File: src/rtl/hazard_pkg.sv
// Shared types and constants for the pipeline hazard controller.
package hazard_pkg;

    typedef enum logic {
        MD_IDLE = 1'b0,
        MD_BUSY = 1'b1
    } md_state_e;

    localparam logic [4:0] REG_ZERO = 5'd0;

    localparam int unsigned MD_LATENCY_DEF = 8;

    // Wide enough for the largest legal MD_LATENCY (31).
    localparam int unsigned MD_CNT_W = 5;

    // A producer only matters if it writes a real register.
    function automatic logic reg_match(input logic [4:0] rd, input logic [4:0] rs);
        return (rd != REG_ZERO) && (rd == rs);
    endfunction

endpackage

File: src/rtl/md_occupancy.sv
// Occupancy FSM and down-counter for the multi-cycle mult/div unit.
module md_occupancy
    import hazard_pkg::*;
#(
    parameter int unsigned MD_LATENCY = MD_LATENCY_DEF
) (
    input  logic Clk,
    input  logic Rst_n,
    input  logic issue,
    output logic busy,
    output logic start
);

    localparam logic [MD_CNT_W-1:0] LOAD_VAL = MD_CNT_W'(MD_LATENCY - 1);

    md_state_e             state_q, state_d;
    logic [MD_CNT_W-1:0]   cnt_q, cnt_d;

    always_ff @(posedge Clk or negedge Rst_n) begin
        if (!Rst_n) begin
            state_q <= MD_IDLE;
            cnt_q   <= '0;
        end else begin
            state_q <= state_d;
            cnt_q   <= cnt_d;
        end
    end

    always_comb begin
        state_d = state_q;
        cnt_d   = cnt_q;
        case (state_q)
            MD_IDLE: begin
                if (issue) begin
                    state_d = MD_BUSY;
                    cnt_d   = LOAD_VAL;
                end
            end
            MD_BUSY: begin
                if (cnt_q == '0) begin
                    state_d = MD_IDLE;
                end else begin
                    cnt_d = cnt_q - MD_CNT_W'(1);
                end
            end
            default: begin
                state_d = MD_IDLE;
                cnt_d   = '0;
            end
        endcase
    end

    always_comb begin
        busy  = (state_q == MD_BUSY);
        start = (state_q == MD_IDLE) && issue && Rst_n;
    end

endmodule

File: src/rtl/hazard_ctrl.sv
// Stall/flush/bubble sequencing for the 5-stage MIPS pipeline.
// Define HAZARD_PERF_CNT_EN to build the stall-cycle performance counter.
module hazard_ctrl
    import hazard_pkg::*;
#(
    parameter int unsigned MD_LATENCY = MD_LATENCY_DEF,
    parameter int unsigned CNT_W      = 32
) (
    input  logic             Clk,
    input  logic             Rst_n,
    input  logic [4:0]       In_IDRs,
    input  logic [4:0]       In_IDRt,
    input  logic             In_IDUsesRt,
    input  logic             In_IDBranch,
    input  logic             In_IDMulDiv,
    input  logic             In_IDUsesHiLo,
    input  logic             In_PCSrc,
    input  logic [4:0]       In_EXRd,
    input  logic             In_EXRegWrite,
    input  logic             In_EXMemRead,
    input  logic [4:0]       In_MEMRd,
    input  logic             In_MEMMemRead,
    output logic             OutPCWrite,
    output logic             OutIFIDWrite,
    output logic             OutIFIDFlush,
    output logic             OutIDEXBubble,
    output logic             OutMDBusy,
    output logic             OutMDStart,
    output logic [CNT_W-1:0] OutStallCycles
);

    logic ex_rs, ex_rt, mem_rs, mem_rt;
    logic load_use, br_alu, br_load;
    logic data_haz, md_haz, stall;
    logic md_issue, md_busy, md_start;

    always_comb begin
        ex_rs    = reg_match(In_EXRd, In_IDRs);
        ex_rt    = reg_match(In_EXRd, In_IDRt);
        mem_rs   = reg_match(In_MEMRd, In_IDRs);
        mem_rt   = reg_match(In_MEMRd, In_IDRt);
        load_use = In_EXMemRead && (ex_rs || (ex_rt && In_IDUsesRt));
        // Branches compare in ID, so they also wait on ALU results and loads in MEM.
        br_alu   = In_IDBranch && In_EXRegWrite && (ex_rs || ex_rt);
        br_load  = In_IDBranch && In_MEMMemRead && (mem_rs || mem_rt);
        data_haz = load_use || br_alu || br_load;
        md_haz   = md_busy && (In_IDMulDiv || In_IDUsesHiLo);
        stall    = data_haz || md_haz;
        md_issue = In_IDMulDiv && !stall;
    end

    md_occupancy #(
        .MD_LATENCY(MD_LATENCY)
    ) u_md_occupancy (
        .Clk  (Clk),
        .Rst_n(Rst_n),
        .issue(md_issue),
        .busy (md_busy),
        .start(md_start)
    );

    always_comb begin
        OutPCWrite    = !stall;
        OutIFIDWrite  = !stall;
        OutIDEXBubble = stall;
        OutIFIDFlush  = In_PCSrc && !stall;
        OutMDBusy     = md_busy;
        OutMDStart    = md_start;
        // Hold the pipeline frozen and cleared while reset is asserted.
        if (!Rst_n) begin
            OutPCWrite    = 1'b0;
            OutIFIDWrite  = 1'b0;
            OutIFIDFlush  = 1'b1;
            OutIDEXBubble = 1'b1;
            OutMDBusy     = 1'b0;
            OutMDStart    = 1'b0;
        end
    end

`ifdef HAZARD_PERF_CNT_EN
    logic [CNT_W-1:0] stall_cnt_q, stall_cnt_d;

    always_comb begin
        stall_cnt_d = stall_cnt_q;
        if (stall && (stall_cnt_q != '1)) begin
            stall_cnt_d = stall_cnt_q + CNT_W'(1);
        end
    end

    always_ff @(posedge Clk or negedge Rst_n) begin
        if (!Rst_n) begin
            stall_cnt_q <= '0;
        end else begin
            stall_cnt_q <= stall_cnt_d;
        end
    end

    assign OutStallCycles = stall_cnt_q;
`else
    assign OutStallCycles = '0;
`endif

endmodule
File: config.mk
export PLATFORM = sky130hd
export DESIGN_NAME = hazard_ctrl
export DESIGN_NICKNAME = d
export VERILOG_FILES = /design/src/rtl/hazard_pkg.sv /design/src/rtl/md_occupancy.sv /design/src/rtl/hazard_ctrl.sv
export SDC_FILE = /design/constraint.sdc
export NUM_CORES = 1
export LEC_CHECK = 0
export CAP_MARGIN = 10
export CORE_MARGIN = 2
export CORE_UTILIZATION = 37
export CTS_CLUSTER_SIZE = 16
export DETAILED_ROUTE_END_ITERATION = 7
export PLACE_DENSITY = 0.87
export SLEW_MARGIN = 20
export SYNTH_ARGS = -nofsm -noshare
export SYNTH_HDL_FRONTEND = slang
export SYNTH_HIERARCHICAL = 1
export SYNTH_SLANG_ARGS = --single-unit
File: constraint.sdc
create_clock -name Clk -period 5.8 [get_ports Clk]
set_clock_uncertainty 0.2 [all_clocks]
set_input_delay 1.45 -clock Clk [delete_from_list [all_inputs] [get_ports Clk]]
set_output_delay 1.45 -clock Clk [all_outputs]
set_load 0.02 [all_outputs]
**After elaboration in Yosys (flattened, before gate mapping)**

Cells that the tools add are included.

- Register bits after elaboration: 6
- Input port bits: 30
- Output and inout bits: 38
- Word-level logic and storage cells: 48

- $add $sub $neg: 1
- Equal/unequal tests: 6
- Multiplexer cells: 11
- Bitwise gates (word level): 1
- Reduce and logical (&&, ||, !) cells: 27

Operators with widths:

| kind | number |
|---|---|
| 5-bit == test | 4 |
| 1-bit logical AND | 15 |
| 5-bit two-way mux | 2 |
| 5-bit one-hot mux with 2 select lines | 1 |
| 5-bit nonzero test | 2 |
| 1-bit logical OR | 7 |
| 1-bit two-way mux | 7 |
| 5-bit logical NOT | 1 |
| 5-bit by 1-bit subtractor with 5-bit output, second input constant | 1 |
| 2-bit by 1-bit inequality test with 1-bit output, second input constant | 1 |
| 2-bit inequality test, second input constant | 1 |
| 1-bit one-hot mux with 2 select lines | 1 |
| 2-bit AND reduction | 1 |
| 1-bit logical NOT | 1 |
| 1-bit NOT | 1 |

**Longest topological paths before layout**

Gate-level depths: netlist (run 1).

- Depth in word-level cells: 13
- Depth in mapped cells: 8
- Gate-level depth less buffers: 8

**Hierarchy**

Netlist (run 1), hierarchy kept.

Modules (own cells, without submodules):

| module | times used | cells an instance | area an instance (µm²) | seq. area each (µm²) |
|---|---|---|---|---|
| hazard_ctrl | 1 | 80 | 589.3 | 0.0 |
| md_occupancy | 1 | 32 | 317.8 | 150.1 |

**Worst setup path after synthesis (run 1)**

OpenSTA, ideal clock, no wires.

- Kind: input to output
- Start point: in In_MEMRd[1]
- End point: out OutMDStart
- Arrival time: 3003 ps
- Required time: 4150 ps
- Slack: 1147 ps
- Stages: 7
- Path buffers: 0
- Cell sequence: or4_1 o211ai_2 o32ai_1 nor3b_1 inv_1 nor3b_1 and2_1

- Cells in the longest elaborated chain, start to end: 11
- Elaborated cells on any way between the ends: 14
- Those cells by class: eq/ne: 2; mux: 1; reduce/logical: 11

Ends and longest elaborated chain:

| element | RTL line | text |
|---|---|---|
| start: declaration | hazard_ctrl.sv:21 | `input logic [4:0] In_MEMRd,` |
| 5-bit == test / 5-bit nonzero test (equally long branches) | hazard_pkg.sv:18 | `return (rd != REG_ZERO) && (rd == rs);` |
| 1-bit logical AND | hazard_pkg.sv:18 |  |
| 1-bit logical OR * | hazard_ctrl.sv:45 | `br_load = In_IDBranch && In_MEMMemRead && (mem_rs \|\| mem_rt);` |
| 1-bit logical AND * | hazard_ctrl.sv:45 |  |
| 1-bit logical OR * | hazard_ctrl.sv:46 | `data_haz = load_use \|\| br_alu \|\| br_load;` |
| 1-bit logical OR * | hazard_ctrl.sv:48 | `stall = data_haz \|\| md_haz;` |
| 1-bit logical NOT * | hazard_ctrl.sv:49 | `md_issue = In_IDMulDiv && !stall;` |
| 1-bit logical AND * | hazard_ctrl.sv:49 |  |
| named net md_issue | hazard_ctrl.sv:35 | `logic md_issue, md_busy, md_start;` |
| 1-bit logical AND * (2 in a row) | md_occupancy.sv:55 | `start = (state_q == MD_IDLE) && issue && Rst_n;` |
| named net md_start | hazard_ctrl.sv:35 |  |
| 1-bit two-way mux * | hazard_ctrl.sv:70 | `if (!Rst_n) begin` |
| end: declaration | hazard_ctrl.sv:28 | `output logic OutMDStart,` |

Mark *: on every way through the listed nets, which the timed path passes. The rest lies on a longest branch.

**Worst setup path after layout (run 1)**

- Start point: in In_IDBranch
- End point: out OutIFIDFlush

- Cells in the longest elaborated chain, start to end: 8
- Elaborated cells on any way between the ends: 10
- Those cells by class: mux: 1; reduce/logical: 9

Ends and longest elaborated chain:

| element | RTL line | text |
|---|---|---|
| start: declaration | hazard_ctrl.sv:14 | `input logic In_IDBranch,` |
| 1-bit logical AND (2 in a row) | hazard_ctrl.sv:44 | `br_alu = In_IDBranch && In_EXRegWrite && (ex_rs \|\| ex_rt);` |
| 1-bit logical OR | hazard_ctrl.sv:46 |  |
| 1-bit logical OR * | hazard_ctrl.sv:46 |  |
| 1-bit logical OR * | hazard_ctrl.sv:48 |  |
| 1-bit logical NOT * | hazard_ctrl.sv:66 | `OutIFIDFlush = In_PCSrc && !stall;` |
| 1-bit logical AND * | hazard_ctrl.sv:66 |  |
| 1-bit two-way mux * | hazard_ctrl.sv:70 |  |
| end: declaration | hazard_ctrl.sv:25 | `output logic OutIFIDFlush,` |

Every way passes the cells marked *; elsewhere a longest branch is shown, timed or not.

==> Implementation_results.wiki, run 1 <==
{| class="wikitable"
! Metric !! Value
|-
| Reg-to-reg critical path startpoint || u_md_occupancy/cnt_q[0]$_DFFE_PN0P_
|-
| Slowest stage cell on the critical path || sky130_fd_sc_hd__clkdlybuf4s50_1
|-
| Start-to-end type of the worst setup path || in2out
|-
| Initial core utilization || 40.2%
|-
| Cell taking the most area after synthesis || sky130_fd_sc_hd__buf_4
|-
| GR Util All Layers || 13.8%
|-
| Worst setup EP type || output port
|-
| Library cells used by synthesis || 30
|-
| Register-to-register path setup slack || 4.05 ns
|-
| Number of warnings printed during yosys synthesis || 6
|-
| Core Region || 2250 um^2
|-
| Global placement routability congestion || 0.727
|-
| Pwr/cell area || 234 nW/um^2
|-
| Worst setup SP type || input pin
|-
| Pins Over Slew Limit || 0
|-
| Avg Cell Area, Syn || 8.10 um^2
|-
| Hold Path Sink || u_md_occupancy/cnt_q[1]$_DFFE_PN0P_
|-
| Crit-path cells || clkdlybuf4s50_1 -> a21oi_1 -> nor4_2 -> a22oi_1 -> o32ai_1 -> o21ai_0 -> clkdlybuf4s50_1
|-
| Chip Width || 53.5 um
|-
| Net switching power || 0.000120 W
|-
| Number of nets at the end of the flow || 181
|-
| Number of global-route vias before repair || 684
|-
| Root cell of the clock tree || sky130_fd_sc_hd__clkbuf_4
|-
| Run status || finished, final reports clean
|-
| Final critical delay including setup and external delays || 5.29 ns
|-
| Number of antenna violations at the first check in global routing || 0
|-
| Count of buffers from port buffering || 35
|-
| Detailed placement HPWL || 1.70 mm
|-
| Setup Fix Bufs, Post-CTS || 0
|-
| Count of H-tree levels built during CTS || 1
|-
| Total detailed-routing wirelength || 1.96 mm
|-
| Delay contributed by the slowest stage of the critical path || 0.56 ns
|-
| Row cnt || 17
|-
| DP Cell Count || 173
|-
| First-pass GRT wire length || 2.86 mm
|-
| Top-area cell type share of the netlist area || 27.3%
|-
| Share of cells above drive strength 1 || 4.73%
|-
| Library cell with the highest instance count after synthesis || sky130_fd_sc_hd__buf_4
|-
| Global route overflow || 0
|-
| Clock tree from TritonCTS || built
|-
| Clock net sink count || 6
|-
| Most Frequent Cell on Critical Path || sky130_fd_sc_hd__clkdlybuf4s50_1
|-
| Proportion of power drawn by the clock network || 13.3%
|-
| Post-route fraction of the period consumed by the critical path || 91.3%
|-
| Routed Antenna Nets || 0
|-
| Die boundary height || 53.5 um
|-
| Post-Route Setup TNS || 0 ns
|-
| Final non-filler cell total || 176
|-
| Reg2Reg Depth || 5
|-
| Largest buffer count on any clock path || 2
|-
| Area growth syn-to-layout || 30.6%
|-
| RSZ-0062 raised after global routing || no
|-
| Worst Hold Launch || u_md_occupancy/cnt_q[1]$_DFFE_PN0P_
|-
| Crit path DAT || 3.64 ns
|-
| Cell area after synthesis || 907 um^2
|-
| Cells taking the most area after synthesis || sky130_fd_sc_hd__buf_4 (27%), sky130_fd_sc_hd__xor2_1 (19%), sky130_fd_sc_hd__dfrtp_1 (17%)
|-
| Hold Buf Count CTS || 0
|-
| Number of vias per cell || 4.48
|-
| DRC marker count from the first detailed-route iteration || 9
|-
| Number of instances in the synthesized netlist || 112
|-
| Post-placement worst setup slack || 0.0476 ns
|-
| Total setup violations reported at the end of the flow || 0
|-
| Final antenna diode count || 0
|-
| Die area || 2860 um^2
|-
| Fraction of power spent switching nets || 43.3%
|-
| Post-synthesis sequential area ratio || 16.6%
|-
| Via count || 789
|-
| Leak || 0.549 nW
|-
| Maximum number of pins on one net before global-route repair || 15
|-
| Part of the power in registers || 29.4%
|-
| DRC errors left || 0
|-
| Required @ worst endpoint || 4.15 ns
|-
| Total clock buffers created by CTS || 3
|-
| Number of instances on the worst hold path || 1
|-
| Flip-flop cell with the highest count after synthesis || sky130_fd_sc_hd__dfrtp_1
|-
| Combinational fraction of design power || 57.3%
|-
| Resize count post-CTS || 0
|-
| Type of the worst min-delay path || reg2reg
|-
| Number of synthesized flops with an enable pin || 0
|-
| Setup ws final || 0.506 ns
|-
| Async set or reset register ratio after synthesis || 100%
|-
| Maximum vdd ir drop || 198 uV
|-
| Synthesis-stage register bit count || 6
|-
| Power after layout || 0.000277 W
|-
| Max-cap violations || 0
|-
| Detailed-route wire length per cell || 11.1 um
|-
| Reg2reg end || u_md_occupancy/cnt_q[2]$_DFFE_PN0P_
|-
| Clock latency reported for the late side of the worst-skew pair || 0.24 ns
|-
| Commonest cells in the netlist || sky130_fd_sc_hd__buf_4 (33), sky130_fd_sc_hd__xor2_1 (20), sky130_fd_sc_hd__nor2_1 (7), sky130_fd_sc_hd__dfrtp_1 (6), sky130_fd_sc_hd__inv_1 (5)
|-
| Final Util || 52.6%
|-
| Largest fanout on the critical path || 3
|-
| F_max || 189 MHz
|-
| Internal power || 0.000157 W
|-
| CTS clk-pin slew, worst paths || 0.05 ns
|-
| Hold Violations, Final || 0
|-
| Initial DRT Pass Iterations || 4
|-
| Num ports || 68
|}
[logic make-up after synthesis]
logic type	after synthesis	synth area share [%]
adders and majority gates	1	1.38
xor gates and xnor gates	20	19.3
buffers and inverters	39	30.9
AOI/OAI and AO/OA	16	12.6
DFF	6	16.6
other	1	0.413
and+or+nand+nor	29	18.9
[cell usage in the layout, fill, tap and decap left out, types with 2 or more instances in the layout]
| cell type | netlist | routed |
|---|---|---|
| sky130_fd_sc_hd__dfrtp_1 | 6 | 6 |
| sky130_fd_sc_hd__clkbuf_4 | 0 | 3 |
| sky130_fd_sc_hd__xor2_1 | 20 | 20 |
| sky130_fd_sc_hd__clkdlybuf4s50_1 | 0 | 34 |
| sky130_fd_sc_hd__o21ai_0 | 3 | 3 |
| sky130_fd_sc_hd__a22oi_1 | 2 | 2 |
| sky130_fd_sc_hd__nor2_1 | 7 | 7 |
| sky130_fd_sc_hd__nor3_1 | 3 | 3 |
| sky130_fd_sc_hd__inv_1 | 5 | 5 |
| sky130_fd_sc_hd__and2_1 | 2 | 2 |
| sky130_fd_sc_hd__a21oi_1 | 4 | 4 |
| sky130_fd_sc_hd__nand3_1 | 4 | 4 |
| sky130_fd_sc_hd__conb_1 | 1 | 32 |
| sky130_fd_sc_hd__nand2_1 | 2 | 2 |
| sky130_fd_sc_hd__or4b_1 | 2 | 2 |
| sky130_fd_sc_hd__or4_1 | 2 | 2 |
[stage by stage]
stage / hold slack, ns / cell area, um^2
finish: 0.313 / 1180
global placement: 0.293 / 1150
detailed placement: 0.303 / 1150
floorplan: 0.279 / 1020
global route: 0.328 / 1180
CTS: 0.313 / 1180
[critical path, delay by kind of cell]
family,cells,cell delay (ns)
buffers and inverters,2,1.09
AO/OA/AOI/OAI,4,0.83
AND/OR/NAND/NOR,1,0.27
[layer usage]
metal	routed length, um	part of all wire [%]	global-route usage, %	up-vias
li1	-	-	-	392
met4	16	0.82	5.13	0
met2	996	51	26.5	41
met3	187	9.6	3.39	2
met5	0	0	0	-
met1	758	39	14.1	354
[power groups by stage]
| stage | clock network (W) | logic [W] | registers, W |
|---|---|---|---|
| detailed placement | 0 | 0.000160 | 0.0000818 |
| global placement | 0 | 0.000152 | 0.0000795 |
| global route | 0.0000412 | 0.000175 | 0.0000852 |
| floorplan | 0 | 0.000133 | 0.0000714 |
| finish | 0.0000369 | 0.000159 | 0.0000814 |
| CTS | 0.0000394 | 0.000160 | 0.0000810 |
[cell type report]
cell class                      count  area, um^2
Clock buffer                        3        22.5
Tap cell                           28        35.0
Timing Repair Buffer               36         360
Fill cell                         218        1070
Multi-Input combinational cell     98         598
Inverter                            5        18.8
Sequential cell                     6         150
[registers in the layout, summed over array words and instances (netlist names)]
register,count
u_md_occupancy/cnt_q,5
u_md_occupancy/busy,1
[worst max path at each step]
stage / start / end / slack, ns / cells after the start
floorplan: In_MEMRd[1] / OutMDStart / 1.15 / 7
global placement: In_MEMRd[1] / OutMDStart / 0.18 / 9
detailed placement: In_MEMRd[1] / OutMDStart / 0.05 / 9
CTS: In_MEMRd[1] / OutMDStart / 0.04 / 9
global route: In_EXRd[1] / OutMDStart / 0.34 / 9
finish: In_IDBranch / OutIFIDFlush / 0.51 / 7
Note: power is estimated with default switching activity, not from simulation.
==> inputs of run 2 (changes only) <==
- ABC_CLOCK_PERIOD_IN_PS: default -> 5800
==> results of run 2 <==
Final layout, timing and power as in run 1 (identical DEF).
==> inputs of run 3 (changes only) <==
- SKIP_LAST_GASP: default -> 1
==> results of run 3 <==
Final layout, timing and power as in run 1 (identical DEF).
